[config.mk]
export PLATFORM = sky130hd
export DESIGN_NAME = move_buffer_flat
export DESIGN_NICKNAME = d
export VERILOG_FILES = /design/src/rtl/move_buffer_pkg.sv /design/src/rtl/move_buffer_if.sv /design/src/rtl/move_buffer_mem.sv /design/src/rtl/move_buffer.sv /design/src/flat_wrapper.sv
export SDC_FILE = /design/constraint.sdc
export NUM_CORES = 1
export LEC_CHECK = 0
export ABC_CLOCK_PERIOD_IN_PS = 8600
export CORE_ASPECT_RATIO = 1.25
export CORE_MARGIN = 4
export CORE_UTILIZATION = 25
export CTS_CLUSTER_SIZE = 12
export DETAILED_ROUTE_END_ITERATION = 8
export SETUP_SLACK_MARGIN = 0.1
export SLEW_MARGIN = 20
export SYNTH_ARGS = -nofsm -noshare
export SYNTH_HDL_FRONTEND = slang
export SYNTH_SLANG_ARGS = --single-unit
export TNS_END_PERCENT = 50
[constraint.sdc]
create_clock -name clk -period 8.6 [get_ports clk]
set_clock_uncertainty 0.15 [all_clocks]
set_input_delay 2.15 -clock clk [delete_from_list [all_inputs] [get_ports clk]]
set_output_delay 2.15 -clock clk [all_outputs]
set_load 0.1 [all_outputs]
[src/rtl/move_buffer_pkg.sv]
// move_buffer_pkg: shared constants and segment layout for the move buffer.
//   MOVE_BUFFER_BITS : default log2 entry count
//   SEG_DATA_W       : default width of duration / increment / incrinc fields
//   segment_t        : packed {dir, duration, increment, incrinc} at default width
//   seg_width()      : segment width for an arbitrary field width (1 + 3*data_w)
package move_buffer_pkg;

    localparam int unsigned MOVE_BUFFER_BITS = 2;
    localparam int unsigned SEG_DATA_W       = 64;

    typedef struct packed {
        logic                  dir;
        logic [SEG_DATA_W-1:0] duration;
        logic [SEG_DATA_W-1:0] increment;
        logic [SEG_DATA_W-1:0] incrinc;
    } segment_t;

    function automatic int unsigned seg_width(input int unsigned data_w);
        return 1 + 3 * data_w;
    endfunction

endpackage

[src/rtl/move_buffer_if.sv]
// move_buffer_if: write/read handshake bundle of the move buffer.
//   master : producer/consumer side (SPI handler + timing engine, or a bench)
//   slave  : the buffer itself
// Signals: flush, wr_valid/wr_ready/wr_reject + wr_* fields, rd_valid/rd_ready + rd_* fields,
//          count (occupancy), underrun (sticky starvation flag).
interface move_buffer_if
    import move_buffer_pkg::*;
#(
    parameter int unsigned DEPTH_BITS = MOVE_BUFFER_BITS,
    parameter int unsigned DATA_W     = SEG_DATA_W
);

    logic                  flush;
    logic                  wr_valid;
    logic                  wr_ready;
    logic                  wr_dir;
    logic [DATA_W-1:0]     wr_duration;
    logic [DATA_W-1:0]     wr_increment;
    logic [DATA_W-1:0]     wr_incrinc;
    logic                  wr_reject;
    logic                  rd_valid;
    logic                  rd_ready;
    logic                  rd_dir;
    logic [DATA_W-1:0]     rd_duration;
    logic [DATA_W-1:0]     rd_increment;
    logic [DATA_W-1:0]     rd_incrinc;
    logic [DEPTH_BITS:0]   count;
    logic                  underrun;

    modport master (
        output flush, wr_valid, wr_dir, wr_duration, wr_increment, wr_incrinc, rd_ready,
        input  wr_ready, wr_reject, rd_valid, rd_dir, rd_duration, rd_increment, rd_incrinc,
        input  count, underrun
    );

    modport slave (
        input  flush, wr_valid, wr_dir, wr_duration, wr_increment, wr_incrinc, rd_ready,
        output wr_ready, wr_reject, rd_valid, rd_dir, rd_duration, rd_increment, rd_incrinc,
        output count, underrun
    );

endinterface

[src/rtl/move_buffer_mem.sv]
// move_buffer_mem: simple dual-port register array, one write port, one read port.
//   clk   : clock
//   we    : write enable, stores wdata at waddr on the rising edge
//   waddr : write address
//   wdata : write data
//   raddr : read address (asynchronous read of registered contents)
//   rdata : read data
// Contents are not reset; the parent masks reads while empty.
module move_buffer_mem #(
    parameter int unsigned ADDR_W = 2,
    parameter int unsigned WIDTH  = 193
) (
    input  logic              clk,
    input  logic              we,
    input  logic [ADDR_W-1:0] waddr,
    input  logic [WIDTH-1:0]  wdata,
    input  logic [ADDR_W-1:0] raddr,
    output logic [WIDTH-1:0]  rdata
);

    logic [WIDTH-1:0] mem_q [1 << ADDR_W];

    always_ff @(posedge clk) begin
        if (we) begin
            mem_q[waddr] <= wdata;
        end
    end

    assign rdata = mem_q[raddr];

endmodule

[src/rtl/move_buffer.sv]
// move_buffer: queue of coordinated-move segments between the SPI handler and the
// stepper timing engine.
//   clk    : system clock
//   resetn : synchronous active-low reset
//   bus    : move_buffer_if.slave (flush, wr_* push side, rd_* pop side, count, underrun)
// Zero-duration segments are consumed but dropped, with a one-cycle wr_reject pulse.
// Optional feature macro: MOVE_BUFFER_UNDERRUN_EN builds the sticky underrun flag;
// without it underrun is tied low.
module move_buffer
    import move_buffer_pkg::*;
#(
    parameter int unsigned DEPTH_BITS = MOVE_BUFFER_BITS,
    parameter int unsigned DATA_W     = SEG_DATA_W
) (
    input  logic         clk,
    input  logic         resetn,
    move_buffer_if.slave bus
);

    localparam int unsigned SEG_W = seg_width(DATA_W);
    localparam logic [DEPTH_BITS:0] DEPTH_CNT = {1'b1, {DEPTH_BITS{1'b0}}};

    logic [DEPTH_BITS-1:0] wp_q, wp_d;
    logic [DEPTH_BITS-1:0] rp_q, rp_d;
    logic [DEPTH_BITS:0]   count_q, count_d;
    logic                  wr_reject_q, wr_reject_d;

    logic wr_ready;
    logic rd_valid;
    logic accept;
    logic push;
    logic pop;

    logic [SEG_W-1:0] wr_seg;
    logic [SEG_W-1:0] rd_seg_raw;
    logic [SEG_W-1:0] rd_seg;

    // Flags come from registered count only, so no input reaches an output combinationally.
    assign wr_ready = (count_q != DEPTH_CNT);
    assign rd_valid = (count_q != '0);
    assign accept   = bus.wr_valid && wr_ready;
    assign push     = accept && (bus.wr_duration != '0);
    assign pop      = rd_valid && bus.rd_ready;

    assign wr_seg = {bus.wr_dir, bus.wr_duration, bus.wr_increment, bus.wr_incrinc};

    always_comb begin
        wp_d        = wp_q;
        rp_d        = rp_q;
        count_d     = count_q;
        wr_reject_d = accept && (bus.wr_duration == '0);
        if (bus.flush) begin
            wp_d    = '0;
            rp_d    = '0;
            count_d = '0;
        end else begin
            if (push) begin
                wp_d = wp_q + DEPTH_BITS'(1);
            end
            if (pop) begin
                rp_d = rp_q + DEPTH_BITS'(1);
            end
            unique case ({push, pop})
                2'b10:   count_d = count_q + (DEPTH_BITS + 1)'(1);
                2'b01:   count_d = count_q - (DEPTH_BITS + 1)'(1);
                default: count_d = count_q;
            endcase
        end
    end

    always_ff @(posedge clk) begin
        if (!resetn) begin
            wp_q        <= '0;
            rp_q        <= '0;
            count_q     <= '0;
            wr_reject_q <= 1'b0;
        end else begin
            wp_q        <= wp_d;
            rp_q        <= rp_d;
            count_q     <= count_d;
            wr_reject_q <= wr_reject_d;
        end
    end

    move_buffer_mem #(
        .ADDR_W (DEPTH_BITS),
        .WIDTH  (SEG_W)
    ) u_mem (
        .clk   (clk),
        .we    (push && !bus.flush),
        .waddr (wp_q),
        .wdata (wr_seg),
        .raddr (rp_q),
        .rdata (rd_seg_raw)
    );

    // Storage is never cleared, so mask the head while empty to give zero rd_* after reset.
    assign rd_seg = rd_valid ? rd_seg_raw : '0;

    assign {bus.rd_dir, bus.rd_duration, bus.rd_increment, bus.rd_incrinc} = rd_seg;

    assign bus.wr_ready  = wr_ready;
    assign bus.rd_valid  = rd_valid;
    assign bus.count     = count_q;
    assign bus.wr_reject = wr_reject_q;

`ifdef MOVE_BUFFER_UNDERRUN_EN
    logic armed_q;
    logic underrun_q;

    // Armed by the first pop so an idle, never-started engine polling rd_ready is not flagged.
    always_ff @(posedge clk) begin
        if (!resetn || bus.flush) begin
            armed_q    <= 1'b0;
            underrun_q <= 1'b0;
        end else begin
            if (pop) begin
                armed_q <= 1'b1;
            end
            if (armed_q && bus.rd_ready && !rd_valid) begin
                underrun_q <= 1'b1;
            end
        end
    end

    assign bus.underrun = underrun_q;
`else
    assign bus.underrun = 1'b0;
`endif

endmodule

[src/flat_wrapper.sv]
// flat-port wrapper written by rule: the top's interface ports become plain ports
module move_buffer_flat import move_buffer_pkg::*;
#(
    parameter int unsigned DEPTH_BITS = MOVE_BUFFER_BITS,
    parameter int unsigned DATA_W     = SEG_DATA_W
)
  (clk, resetn, bus_flush, bus_wr_valid, bus_wr_dir, bus_wr_duration, bus_wr_increment, bus_wr_incrinc, bus_rd_ready, bus_wr_ready, bus_wr_reject, bus_rd_valid, bus_rd_dir, bus_rd_duration, bus_rd_increment, bus_rd_incrinc, bus_count, bus_underrun);
  move_buffer_if #(.DEPTH_BITS(DEPTH_BITS), .DATA_W(DATA_W)) bus_i ();
  input  logic clk;
  input  logic resetn;
  input wire logic [$bits(bus_i.flush)-1:0] bus_flush;
  input wire logic [$bits(bus_i.wr_valid)-1:0] bus_wr_valid;
  input wire logic [$bits(bus_i.wr_dir)-1:0] bus_wr_dir;
  input wire logic [$bits(bus_i.wr_duration)-1:0] bus_wr_duration;
  input wire logic [$bits(bus_i.wr_increment)-1:0] bus_wr_increment;
  input wire logic [$bits(bus_i.wr_incrinc)-1:0] bus_wr_incrinc;
  input wire logic [$bits(bus_i.rd_ready)-1:0] bus_rd_ready;
  output wire logic [$bits(bus_i.wr_ready)-1:0] bus_wr_ready;
  output wire logic [$bits(bus_i.wr_reject)-1:0] bus_wr_reject;
  output wire logic [$bits(bus_i.rd_valid)-1:0] bus_rd_valid;
  output wire logic [$bits(bus_i.rd_dir)-1:0] bus_rd_dir;
  output wire logic [$bits(bus_i.rd_duration)-1:0] bus_rd_duration;
  output wire logic [$bits(bus_i.rd_increment)-1:0] bus_rd_increment;
  output wire logic [$bits(bus_i.rd_incrinc)-1:0] bus_rd_incrinc;
  output wire logic [$bits(bus_i.count)-1:0] bus_count;
  output wire logic [$bits(bus_i.underrun)-1:0] bus_underrun;
  assign bus_i.flush = bus_flush;
  assign bus_i.wr_valid = bus_wr_valid;
  assign bus_i.wr_dir = bus_wr_dir;
  assign bus_i.wr_duration = bus_wr_duration;
  assign bus_i.wr_increment = bus_wr_increment;
  assign bus_i.wr_incrinc = bus_wr_incrinc;
  assign bus_i.rd_ready = bus_rd_ready;
  assign bus_wr_ready = bus_i.wr_ready;
  assign bus_wr_reject = bus_i.wr_reject;
  assign bus_rd_valid = bus_i.rd_valid;
  assign bus_rd_dir = bus_i.rd_dir;
  assign bus_rd_duration = bus_i.rd_duration;
  assign bus_rd_increment = bus_i.rd_increment;
  assign bus_rd_incrinc = bus_i.rd_incrinc;
  assign bus_count = bus_i.count;
  assign bus_underrun = bus_i.underrun;
  move_buffer #(.DEPTH_BITS(DEPTH_BITS), .DATA_W(DATA_W)) u_core (.clk(clk), .resetn(resetn), .bus(bus_i));
endmodule
-- Word-level counts from Yosys, hierarchy flattened
Memories as Yosys holds them, arrays and structs flattened. A register that Yosys moved wholly into a read port is not among the register bits.
Cells that the tools add are included.
- register bits: 8
- bits in latches: 0
- memory bits (writable): 772
- ROM bits: 0
- bits of input ports: 198
- word-level logic and storage cells: 30
- memories: 1
- memory list (memory ; words ; width ; read ports ; clocked after memory_dff ; write ports ; RTL line ; source):
    u_core.u_mem.mem_q ; 4 ; 193 ; 1 ; 1 ; 1 ; move_buffer_mem.sv:21 ; logic [WIDTH-1:0] mem_q [1 << ADDR_W];
- add/sub/neg operators: 4
- multiply operators: 0
- divide/modulo/power cells: 0
- magnitude comparators: 0
- eq/ne operators: 3
- shifts and indexed selects: 0
- mux-type cells: 6
- bitwise gates (word level): 1
- reduce and logical (&&, ||, !) cells: 11
- operators by type and width (kind ; number):
    $mux W193 ; 1
    $logic_not A64 Y1 ; 1
    $reduce_bool A64 Y1 ; 1
    $pmux W3 S2 ; 1
    $logic_and A1 B1 Y1 ; 5
    $add A2 B1 Y2 const B ; 2
    $mux W2 ; 2
    $add A3 B1 Y3 const B ; 1
    $ne A3 B3 Y1 const B ; 1
    $reduce_bool A3 Y1 ; 1
    $sub A3 B1 Y3 const B ; 1
    $eq A2 B1 Y1 const B ; 1
    $eq A2 B2 Y1 const B ; 1
    $mux W1 ; 2
    $reduce_bool A2 Y1 ; 1
    $reduce_or A2 Y1 ; 1
    $logic_not A1 Y1 ; 1
    $not A1 Y1 ; 1

-- Depth between registers and ports, before layout
- word-level depth: 6
- depth in mapped cells: 10
- depth with buffers taken out: 10

-- Modules after synthesis
Synthesis repeated with hierarchy kept, for this count alone.
- cell total of the unflattened synthesis: 1295
- area, all modules: 29961.2 um2
- modules (own cells, without submodules) (module ; instances ; cells each ; area an instance (um2) ; seq. area each (um2)):
    move_buffer_mem ; 1 ; 1012 ; 28117.0 ; 23182.2
    move_buffer ; 1 ; 283 ; 1844.3 ; 160.2

-- Worst setup path after synthesis
No wires, ideal clock.
- path type: input to register
- start: input bus_wr_duration[23]
- end: memory u_core.u_mem.mem_q[0][0] (enable)
- data arrival time: 6982 ps
- path slack: 891 ps
- cell stages on the path: 5
- path buffers: 0
- path through: nor4_1 -> nand4_1 -> nor4_4 -> nor3_2 -> and2_1
- cells in the longest elaborated chain, start to end: 5
- ends and longest elaborated chain (what ; RTL line ; source):
    start: declaration ; flat_wrapper.sv:14 ; input wire logic [$bits(bus_i.wr_duration)-1:0] bus_wr_duration;
    $reduce_bool A64 Y1 ; move_buffer.sv:42 ; assign push = accept && (bus.wr_duration != '0);
    $logic_and A1 B1 Y1 ; move_buffer.sv:42 ;
    $logic_and A1 B1 Y1 ; move_buffer.sv:90 ; .we (push && !bus.flush),
    $mux W1 ; move_buffer_mem.sv:24 ; if (we) begin
    $mux W1 (not written as such) ; move_buffer_mem.sv:25 ; mem_q[waddr] <= wdata;
    end: declaration ; move_buffer_mem.sv:21 ;
Every way passes these cells.

==> out/qor.csv <==
metric,value,unit
async_flop_share,0,%
via_count,14400,
grtUsageTotal,11.4,%
clock_path_buffers,3,
globalplace.congestion,0.721,
critPathMaxStageDelay,1.18,ns
clk_pin_slew,0.06,ns
cts_resized,0,
ys_seq_elements,782,
nets,1936,
timing.rr.start,u_core.bus.count[1]$_SDFFE_PP0P_,
synth-main-ff-cell,edfxtp_1,
critPathLaunchType,flip-flop,
fin_crit_sh,73.9,%
p_leak,11.6,nW
syn_area_per_cell,22.9,um2
drive_above_1_share,18.8,%
dp_cells,3218,
synth.distinct_cells,34,
outcome,"complete, no violations",
critical-path-slowest-cell,clkdlybuf4s50_1,
routed_via_density,4.28,
cts_buffers,84,
rsz0062_at_grt,false,
synthTopCellsByArea,"edfxtp_1, mux4_2, and2_1",
area_delta_synth_final,28.0,%
path_cells,"buf_4, mux4_2, and2_1, clkdlybuf4s50_1",
crit_path_max_fanout,46,
numPortBuffers,396,
grt_pass1_wl,106,mm
fmax,157,MHz
synth_mux_area_share,14.6,%
synth_xor_area_share,0.117,%
yosysWarningCount,0,
netlist_area,0.0298,mm2
htree_num_levels,3,
setup_violations,0,
rows,141,
postRouteAntennaNets,0,
drc,0,
grt_max_degree,196,
synth_edf_count,772,
overflow,0,
fp.coreArea,0.118,mm2
tritoncts,done,
multi_input_area,0.00601,mm2
dr.pass1.iters,4,
final_cells,3370,
drt-initial-drc-count,1002,
die_area,0.125,mm2
hold_start,u_core.rp_q[1]$_SDFFE_PP0N_,
start_util,25.2,%
synth_top_family_by_area,multiplexers,
crit_required,6.30,ns
slew_viol_final,0,
synth_top_area_share,77.7,%
period_minus_slack,6.36,ns
wl,72.0,mm
post-cts-setup-buffers,0,
cts.hold.buffers_added,0,
dpl.hpwl,43.5,mm
synth-compound-area-share,0.138,%
ff_latch_area,0.0234,mm2
tightest_slew,1.14,ns
worst_slew_margin_rel,23.8,%
ios,398,
worstPathArrival,4.06,ns
setup_tns,0,ns
yosys.area_share.simple,4.99,%
drv_cap,0,
routedWlPerCell,21.4,um
ir_drop,0.173,mV
hold_viol,0,
powerDensity,225,mW/mm2
syn-num-nets,1505,
synth-adder-area-share,0.277,%
hold_class,flip-flop to flip-flop,
cts.sinks,782,
crit_type,flip-flop to output port,
grt_pass1_vias,15700,
antenna_found_initial,14,
clk_latency,0.66,ns
die_y,394,um
ys_seq_area_share,78.4,%
syn_inst,1301,
worstSetupEndpointType,output port,
die_w,317,um
post-synth-top-area-cell,edfxtp_1,
cts-root-buf,clkbuf_16,
num-fill-cells,11200,
-- per-layer routing --
metal | routed length [um] | global-route usage, %
met5 | 38 | 0
met4 | 1590 | 3.66
met3 | 5820 | 3.68
met2 | 35700 | 18.8
met1 | 28800 | 14.3
-- placed cells by master (no fill, tap or decap), drive strengths merged, types with 4 or more instances in the layout --
cell / n
nor2: 6
and2: 198
nand4: 4
buf: 21
edfxtp: 772
inv: 10
clkinv: 24
diode: 9
bufinv: 4
clkbuf: 107
ha: 5
nor4: 17
clkdlybuf4s50: 390
mux4: 193
dfxtp: 10
-- critical path: cells and delay by family (launching register included) --
kind          cells  cell delay, ns
mux               1            0.33
flops             1            0.90
buf+inv           2            1.86
simple gates      1            0.24
-- flip-flops by register name, summed over array words and instances, names as in the netlist, named ones only --
name	count
u_core.bus.count	3
u_core.wp_q	2
u_core.u_mem.mem_q	772
u_core.bus.wr_reject	1
u_core.rp_q	2
-- area by class of cell --
class	count	share of cell area (%)
flip-flops and latches	782	61.3
multi-input cells	448	15.8
repair buffers	411	11.0
clock buffers	107	5.90
well taps	1573	5.16
clock inverters	35	0.803
diodes	9	0.0590
inverters	5	0.0492
-- synthesized netlist by cell type, types with 2 or more instances --
cell and n:
a21oi_1 3, xor2_1 3, nor4_1 15, or3_1 2, nor2_1 6, dfxtp_1 10, buf_6 19, nand4_1 4
buf_1 2, buf_2 20, ha_1 5, inv_1 5, edfxtp_1 772, mux4_2 193, clkbuf_1 24, and2_1 198
nand2_1 3
-- power breakdown --
part / internal, mW / leakage [nW] / switching (mW) / total (mW)
clock network: 1.96 / 1.25 / 1.43 / 3.39
logic: 0.267 / 3.26 / 0.640 / 0.908
registers: 4.26 / 7.10 / 0.0146 / 4.27
-- logic make-up (layout without fill, tap and decap cells) --
logic type | after synthesis | count (layout)
DFF | 782 | 782
and+or+nand+nor | 237 | 237
adders and majority gates | 6 | 6
xor gates and xnor gates | 4 | 4
muxes | 193 | 193
buffers and inverters | 71 | 558
other | 1 | 10
AOI/OAI and AO/OA | 7 | 7
-- metrics by stage --
step / hold WS [ns] / setup slack, ns / power, mW / area, um2 / utilization, %
floorplan: 0.335 / 0.891 / 4.95 / 29800 / -
global placement: 0.351 / 2.24 / 5.26 / 35500 / 30.0
detailed placement: 0.380 / 2.33 / 5.27 / 35500 / 30.0
CTS: 0.397 / 2.06 / 8.71 / 38100 / 32.2
global route: 0.430 / 2.04 / 8.90 / 38100 / 32.2
finish: 0.386 / 2.24 / 8.57 / 38200 / 32.2
-- worst paths after layout --
kind | endpoint | slack, ns | cells past startpoint
setup / recovery | bus_rd_duration[10] | 2.24 | 4
hold / removal | u_core.rp_q[1]$_SDFFE_PP0N_ | 0.39 | 2
setup reg to reg | u_core.u_mem.mem_q[2][122]$_DFFE_PP_ | 5.37 | 6
hold reg to reg | u_core.rp_q[1]$_SDFFE_PP0N_ | 0.39 | 2
Note: power is estimated with default switching activity, not from simulation.
